===== config.mk =====
export PLATFORM = sky130hd
export DESIGN_NAME = melody_player_flat
export DESIGN_NICKNAME = d
export VERILOG_FILES = /design/src/rtl/melody_player_if.sv /design/src/rtl/melody_player.sv /design/src/flat_wrapper.sv
export SDC_FILE = /design/constraint.sdc
export NUM_CORES = 2
export LEC_CHECK = 0
export ABC_CLOCK_PERIOD_IN_PS = 5490
export CAP_MARGIN = 20
export CELL_PAD_IN_SITES_DETAIL_PLACEMENT = 0
export CELL_PAD_IN_SITES_GLOBAL_PLACEMENT = 2
export CORE_ASPECT_RATIO = 1.25
export CORE_MARGIN = 3
export CORE_UTILIZATION = 25
export DETAILED_ROUTE_END_ITERATION = 10
export PLACE_DENSITY = 0.53
export RECOVER_POWER = 100
export SYNTH_ARGS = -nofsm -noshare
export SYNTH_HDL_FRONTEND = slang
export SYNTH_SLANG_ARGS = --single-unit
export TNS_END_PERCENT = 1

===== constraint.sdc =====
create_clock -name clk_i -period 5.49 [get_ports clk_i]
set_input_delay 1.098 -clock clk_i [delete_from_list [all_inputs] [get_ports clk_i]]
set_output_delay 1.098 -clock clk_i [all_outputs]
set_load 0.02 [all_outputs]

===== src/rtl/melody_player_if.sv =====
// melody_player_if
// ----------------
// Bundles the register/config side and the audio side of the melody player so
// the sequencer and whatever drives it share one typed connection.
//
// Macro: none here (the player itself honours MELODY_GAP_EN).
//
// Signals:
//   wrEn_i       table write strobe
//   wrAddr_i     table write address (AW bits)
//   wrData_i     table entry: [BW-1:0] half-period divider, [DW+BW-1:BW] duration code
//   start_i      start/restart playback pulse
//   stop_i       abort playback pulse
//   loop_i       level, wrap to entry 0 after the last note
//   lastIndex_i  index of the final note
//   tempo_i      clock cycles per tempo tick (0 behaves as 1)
//   tone_o       square-wave output
//   busy_o       playback active
//   noteIndex_o  index of the note currently playing
//   done_o       one-cycle pulse when non-looping playback ends
//
// Modports: slave = the player, master = the controller driving it.

interface melody_player_if #(
    parameter int BW = 16,
    parameter int AW = 6,
    parameter int DW = 2,
    parameter int TW = 24
);
    logic                wrEn_i;
    logic [AW-1:0]       wrAddr_i;
    logic [DW+BW-1:0]    wrData_i;
    logic                start_i;
    logic                stop_i;
    logic                loop_i;
    logic [AW-1:0]       lastIndex_i;
    logic [TW-1:0]       tempo_i;
    logic                tone_o;
    logic                busy_o;
    logic [AW-1:0]       noteIndex_o;
    logic                done_o;

    modport slave (
        input  wrEn_i, wrAddr_i, wrData_i, start_i, stop_i, loop_i, lastIndex_i, tempo_i,
        output tone_o, busy_o, noteIndex_o, done_o
    );

    modport master (
        output wrEn_i, wrAddr_i, wrData_i, start_i, stop_i, loop_i, lastIndex_i, tempo_i,
        input  tone_o, busy_o, noteIndex_o, done_o
    );
endinterface


===== src/rtl/melody_player.sv =====
// melody_player
// -------------
// Writable note table plus playback sequencer. Each table entry holds a
// half-period divider (0 = rest) and a duration code; a tempo tick counter
// walks through the entries and the divider drives a square-wave tone.
//
// Optional feature macro: MELODY_GAP_EN
//   defined   - notes with duration code >= 1 are silenced during their final
//               tick to give an audible articulation gap between notes
//   undefined - no gap logic; tone_o only low for rests and when idle
//
// Ports:
//   clk_i  system clock
//   rst_i  synchronous active-high reset (table contents are kept)
//   bus    melody_player_if.slave carrying write port, playback controls and
//          tone/busy/noteIndex/done outputs

module melody_player #(
    parameter int BW = 16,
    parameter int AW = 6,
    parameter int DW = 2,
    parameter int TW = 24
) (
    input  logic              clk_i,
    input  logic              rst_i,
    melody_player_if.slave    bus
);

    typedef enum logic {IDLE, PLAY} state_e;

    logic [DW+BW-1:0] tableQ [2**AW];

    state_e           stateQ,   stateD;
    logic [AW-1:0]    idxQ,     idxD;
    logic [BW-1:0]    divQ,     divD;
    logic [DW-1:0]    durQ,     durD;
    logic [BW-1:0]    phaseQ,   phaseD;
    logic [TW-1:0]    tickQ,    tickD;
    logic [DW-1:0]    tickNumQ, tickNumD;
    logic             toneQ,    toneD;
    logic             doneQ,    doneD;

    logic [TW-1:0]    tickLen;
    logic             tickEnd;
    logic             noteEnd;
    logic             loadNote;
    logic [AW-1:0]    loadIdx;
    logic [DW+BW-1:0] loadEntry;

    // Note table is deliberately not reset; writes are accepted in any state.
    always_ff @(posedge clk_i) begin
        if (bus.wrEn_i) begin
            tableQ[bus.wrAddr_i] <= bus.wrData_i;
        end
    end

    always_ff @(posedge clk_i) begin
        if (rst_i) begin
            stateQ   <= IDLE;
            idxQ     <= '0;
            divQ     <= '0;
            durQ     <= '0;
            phaseQ   <= '0;
            tickQ    <= '0;
            tickNumQ <= '0;
            toneQ    <= 1'b0;
            doneQ    <= 1'b0;
        end else begin
            stateQ   <= stateD;
            idxQ     <= idxD;
            divQ     <= divD;
            durQ     <= durD;
            phaseQ   <= phaseD;
            tickQ    <= tickD;
            tickNumQ <= tickNumD;
            toneQ    <= toneD;
            doneQ    <= doneD;
        end
    end

    always_comb begin
        stateD    = stateQ;
        idxD      = idxQ;
        divD      = divQ;
        durD      = durQ;
        phaseD    = phaseQ;
        tickD     = tickQ;
        tickNumD  = tickNumQ;
        toneD     = toneQ;
        doneD     = 1'b0;
        loadNote  = 1'b0;
        loadIdx   = '0;
        loadEntry = '0;

        // Tempo is sampled live; a zero tempo behaves as one cycle per tick.
        tickLen = (bus.tempo_i == '0) ? TW'(1) : bus.tempo_i;
        tickEnd = (tickQ == tickLen - TW'(1));
        noteEnd = tickEnd && (tickNumQ == durQ);

        // Stop outranks start so an abort can never be lost to a restart.
        if (bus.stop_i) begin
            stateD = IDLE;
            toneD  = 1'b0;
        end else if (bus.start_i) begin
            loadNote = 1'b1;
            loadIdx  = '0;
            stateD   = PLAY;
        end else if (stateQ == PLAY) begin
            if (noteEnd) begin
                if (idxQ != bus.lastIndex_i) begin
                    loadNote = 1'b1;
                    loadIdx  = idxQ + AW'(1);
                end else if (bus.loop_i) begin
                    loadNote = 1'b1;
                    loadIdx  = '0;
                end else begin
                    stateD = IDLE;
                    doneD  = 1'b1;
                    toneD  = 1'b0;
                end
            end else begin
                tickD = tickEnd ? '0 : tickQ + TW'(1);
                if (tickEnd) begin
                    tickNumD = tickNumQ + DW'(1);
                end
                // A zero divider is a rest: phase counter parks, tone stays low.
                if (divQ == '0) begin
                    toneD = 1'b0;
                end else if (phaseQ == divQ - BW'(1)) begin
                    phaseD = '0;
                    toneD  = ~toneQ;
                end else begin
                    phaseD = phaseQ + BW'(1);
                end
            end
        end

        // Divider and duration are latched here, so rewriting the entry that
        // is playing only matters the next time that entry is started.
        if (loadNote) begin
            loadEntry = tableQ[loadIdx];
            idxD      = loadIdx;
            divD      = loadEntry[BW-1:0];
            durD      = loadEntry[DW+BW-1:BW];
            phaseD    = '0;
            tickD     = '0;
            tickNumD  = '0;
            toneD     = 1'b0;
        end
    end

`ifdef MELODY_GAP_EN
    logic gapActive;
    // Final tick of a multi-tick note is muted; toneQ keeps running underneath.
    assign gapActive   = (stateQ == PLAY) && (durQ != '0) && (tickNumQ == durQ);
    assign bus.tone_o  = toneQ & ~gapActive;
`else
    assign bus.tone_o  = toneQ;
`endif

    assign bus.busy_o      = (stateQ == PLAY);
    assign bus.noteIndex_o = idxQ;
    assign bus.done_o      = doneQ;

endmodule


===== src/flat_wrapper.sv =====
// flat-port wrapper written by rule: the top's interface ports become plain ports
module melody_player_flat 
#(
    parameter int BW = 16,
    parameter int AW = 6,
    parameter int DW = 2,
    parameter int TW = 24
)
  (clk_i, rst_i, bus_wrEn_i, bus_wrAddr_i, bus_wrData_i, bus_start_i, bus_stop_i, bus_loop_i, bus_lastIndex_i, bus_tempo_i, bus_tone_o, bus_busy_o, bus_noteIndex_o, bus_done_o);
  melody_player_if #(.BW(BW), .AW(AW), .DW(DW), .TW(TW)) bus_i ();
  input  logic clk_i;
  input  logic rst_i;
  input wire logic [$bits(bus_i.wrEn_i)-1:0] bus_wrEn_i;
  input wire logic [$bits(bus_i.wrAddr_i)-1:0] bus_wrAddr_i;
  input wire logic [$bits(bus_i.wrData_i)-1:0] bus_wrData_i;
  input wire logic [$bits(bus_i.start_i)-1:0] bus_start_i;
  input wire logic [$bits(bus_i.stop_i)-1:0] bus_stop_i;
  input wire logic [$bits(bus_i.loop_i)-1:0] bus_loop_i;
  input wire logic [$bits(bus_i.lastIndex_i)-1:0] bus_lastIndex_i;
  input wire logic [$bits(bus_i.tempo_i)-1:0] bus_tempo_i;
  output wire logic [$bits(bus_i.tone_o)-1:0] bus_tone_o;
  output wire logic [$bits(bus_i.busy_o)-1:0] bus_busy_o;
  output wire logic [$bits(bus_i.noteIndex_o)-1:0] bus_noteIndex_o;
  output wire logic [$bits(bus_i.done_o)-1:0] bus_done_o;
  assign bus_i.wrEn_i = bus_wrEn_i;
  assign bus_i.wrAddr_i = bus_wrAddr_i;
  assign bus_i.wrData_i = bus_wrData_i;
  assign bus_i.start_i = bus_start_i;
  assign bus_i.stop_i = bus_stop_i;
  assign bus_i.loop_i = bus_loop_i;
  assign bus_i.lastIndex_i = bus_lastIndex_i;
  assign bus_i.tempo_i = bus_tempo_i;
  assign bus_tone_o = bus_i.tone_o;
  assign bus_busy_o = bus_i.busy_o;
  assign bus_noteIndex_o = bus_i.noteIndex_o;
  assign bus_done_o = bus_i.done_o;
  melody_player #(.BW(BW), .AW(AW), .DW(DW), .TW(TW)) u_core (.clk_i(clk_i), .rst_i(rst_i), .bus(bus_i));
endmodule

==> flow_metrics.tcl <==
set metrics [dict create \
    ys_types 89 \
    maxCapViolCount 41 \
    cts_max_path_buffers 3 \
    syn_nets 3844 \
    finalCritPeriodShare 1.02 \
    wl_met1_um 84700 \
    slowest_delay_ns 0.55 \
    die_h_um 509 \
    vias 34900 \
    netlist_top_cells_count "edfxtp_1, nor2_1, o21ai_0, clkbuf_1, nand2_1" \
    whs_ns 0.485 \
    cp-end-kind "flip-flop" \
    portBuffers 68 \
    yosysTopAreaCellShare 0.684 \
    fin_nets 4309 \
    cp_cell_sequence "clkdlybuf4s50_1 -> nor3_1 -> and4_1 -> and3_4 -> nor2_1 -> ha_2 -> or4b_4 -> or4_4 -> nor3_4 -> o211ai_1 -> nor4_4 -> buf_4 -> o2111a_4 -> buf_12 -> buf_4 -> nand2_1 -> buf_4 -> o22ai_1 -> nor3_1 -> buf_4 -> nor3_1 -> buf_4 -> o21a_1 -> a311oi_1" \
    grt_pass1_wl_um 278000 \
    netlist_instances 3778 \
    die_area_um2 208000 \
    h-tree-depth 4 \
    critPathRequiredTime_ns 6.14 \
    first_pass_iters 5 \
    timing.fmax_mhz 179 \
    die_x_um 408 \
    tightest_slew_ns 4.35 \
    detailedRoute.firstIterationViolations 2686 \
    post-route-drc-count 0 \
    cellPowerDensity_nw_per_um2 313 \
    yosysWarningCount 0 \
    cellLeakagePower_uw 0.0203 \
    detail-route-antenna-nets 0 \
    grt_max_degree 104 \
    crit_path_max_fanout 10 \
    avgSynthCellArea_um2 13.4 \
    path_buf_inv 7 \
    period_needed_ns 5.58 \
    cts_hold_repair.buffers 0 \
    worstSetupStartpoint "bus_tempo_i[9]" \
    startpoint_type "input pin" \
    yosysMostFrequentCell "edfxtp_1" \
    r2r_cells 16 \
    cts_tree "yes" \
    yosysSeqAreaShare 0.711 \
    cts-root-buf "clkbuf_16" \
    holdPathStages 2 \
    synth_area_um2 50600 \
    track_usage 0.188 \
    wl_met3_um 9390 \
    yosys.area.top_type "edfxtp_1" \
    synth_area_leaders "edfxtp_1, nor2_1, dfxtp_1, o21ai_0, a21oi_1" \
    drive_gt1_frac 0.196 \
    initial_core_util 0.251 \
    crit_slowest_cell "or4_4" \
    path_clk_slew_ns 0.06 \
    arrival_ns 6.23 \
    multi_input_area_um2 14300 \
    globalplace.congestion 0.865 \
    setup_viol 12 \
    syn_to_final_growth_pct 25.1 \
    tns_ns -0.437 \
    cts_buffers 137 \
    min_path_type "flip-flop to flip-flop" \
    final.setup_skew_ns 0.0249 \
    vdd_ir_drop_max_mv 0.247 \
    holdCritStartpoint "u_core.bus.tone_o$_SDFFE_PP0P_" \
    rsz0062_at_grt "yes" \
    crit_type "input pin to flip-flop" \
    status "finished with violations" \
    fp-row-count 184 \
    synth_edf_count 1152 \
    clock_latency_ns 0.78 \
    layout_setup_ws_ns -0.0920 \
    drv_slew 1344 \
    hold_viol_final 0 \
    violations "capacitance limit, slew limit, setup timing" \
    slew-limit-headroom -1.90 \
    cp.depth 24 \
    wire_per_inst_um 28.3 \
    grt_pass1_vias 35000 \
    viasPerCell 4.94 \
    clock_sinks 1221 \
    worst_r2r_startpoint "u_core.tickQ[12]$_SDFFE_PP0P_" \
    grt-ovfl-total 0 \
    hpwl_um 134000 \
    nFillCells 20200 \
    fin_util 0.315 \
    core_um2 201000 \
    dr_wl_met2_um 98500 \
    ys.flop_type "edfxtp_1" \
    wl_um 200000 \
    synthArstFlopShare 0 \
    io_pins 69 \
    highest_layer "met5" \
    cpMostUsedCell "buf_4" \
    seq_area_um2 36000 \
    synth-seq-cells 1221 \
    grt_antenna_before_repair 10 \
    cpLargestDelayFamily "simple AND/OR/NAND/NOR gates" \
]
==> worst register-to-register path: stages (launching register included) <==
cell       delay [ns]
dfxtp_1          0.41
xor2_1           0.18
a221o_1          0.38
nor2_1           0.11
nand4_1          0.11
or4_1            0.48
buf_4            0.19
a2111oi_2        0.39
nand2_1          0.17
buf_12           0.17
nand2_1          0.22
buf_12           0.19
o22ai_1          0.15
a31oi_1          0.47
o221ai_1         0.18
buf_4            0.19
a31oi_1          0.15
==> worst paths after layout <==
check / endpoint / slack [ns]
worst max-delay path: u_core.divQ[1]$_SDFFE_PP0P_ / -0.09
worst min-delay path: u_core.bus.tone_o$_SDFFE_PP0P_ / 0.48
worst max register to register: u_core.divQ[5]$_SDFFE_PP0P_ / 1.29
worst min register to register: u_core.bus.tone_o$_SDFFE_PP0P_ / 0.48
==> final cells by class <==
class / instances / share of cell area
Timing Repair Buffer: 593 / 0.0834
Clock buffer: 176 / 0.0570
Inverter: 24 / 0.00142
Antenna cell: 5 / 0.000198
Multi-Input combinational cell: 2266 / 0.226
Clock inverter: 70 / 0.0102
Tap cell: 2697 / 0.0533
Sequential cell: 1221 / 0.568
==> state kept, by name, summed over array words and instances (netlist names) <==
| name | count |
|---|---|
| u_core.bus.tone_o | 1 |
| u_core.phaseQ | 16 |
| u_core.tickNumQ | 2 |
| u_core.bus.noteIndex_o | 6 |
| u_core.bus.done_o | 1 |
| u_core.tableQ | 1152 |
| u_core.bus.busy_o | 1 |
| u_core.divQ | 16 |
| u_core.tickQ | 24 |
| u_core.durQ | 2 |
==> power by group <==
group / switching (µW) / total (µW) / internal (µW)
Clock: 3880 / 8880 / 5010
Combinational: 454 / 603 / 149
Sequential: 41.7 / 10300 / 10300
==> stage by stage <==
step | total power, µW | cell area (µm²) | setup WS, ns | instances
2_1_floorplan | 10700 | 50600 | -0.127 | 3778
3_3_place_gp | 11100 | 58600 | -3.22 | 6782
3_5_place_dp | 11100 | 58700 | -1.76 | 6790
4_1_cts | 20100 | 63300 | 0.0257 | 7044
5_1_grt | 20400 | 63300 | -0.206 | 7048
6_report | 19800 | 63300 | -0.0920 | 7052
==> per-layer routing <==
metal  track usage  vias up
met3        0.0297      241
met5             0        -
met1         0.239    17900
met4        0.0619       10
li1              -    15700
met2         0.325      971
==> what timing repair did <==
action                                  in CTS  in global routing
endpoints found under the setup margin      18                 18
setup buffers                                7                  2
resized for setup                           72                 70
cloned                                       1                  0
pin swaps                                   14                 14
==> cells by family (layout without fill, tap and decap cells) <==
logic type / after synthesis / count (layout) / synth area share
AO/OA/AOI/OAI: 973 / 973 / 0.129
XOR/XNOR: 83 / 83 / 0.0144
adder cells (fa/ha/maj): 6 / 6 / 0.00148
buffers and inverters: 291 / 863 / 0.0235
flip-flops: 1221 / 1221 / 0.711
multiplexers: 88 / 88 / 0.0181
other: 0 / 5 / 0
AND/OR/NAND/NOR: 1116 / 1116 / 0.102
==> layout by cell type (no fill, tap or decap), types with 16 or more instances in the layout <==
master           netlist  final
a211oi_1              21     17
a21o_1                17     16
a21oi_1              159    158
a221oi_1              49     44
a31oi_1               34     31
a32oi_1               25     19
buf_12                 0     79
buf_4                  1    348
clkbuf_1             188    127
clkbuf_16              0    138
clkdlybuf4s50_1        0     33
clkinv_1               0     24
clkinv_2               0     18
dfxtp_1               69     69
edfxtp_1            1152   1152
inv_1                 24     24
mux2_2                26     26
mux2i_1               62     62
nand2_1              161    158
nand3_1              135    122
nand4_1               24     24
nor2_1               488    442
nor2_2                 0     41
nor3_1               134    123
o211ai_1              53     53
o21ai_0              262    255
o21ai_1               14     17
o221ai_1              46     43
o22ai_1              101     99
o311a_1               18     18
or3_1                 60     58
xnor2_1               40     40
xor2_1                43     43
No activity file was read; power rests on OpenSTA's default activity.
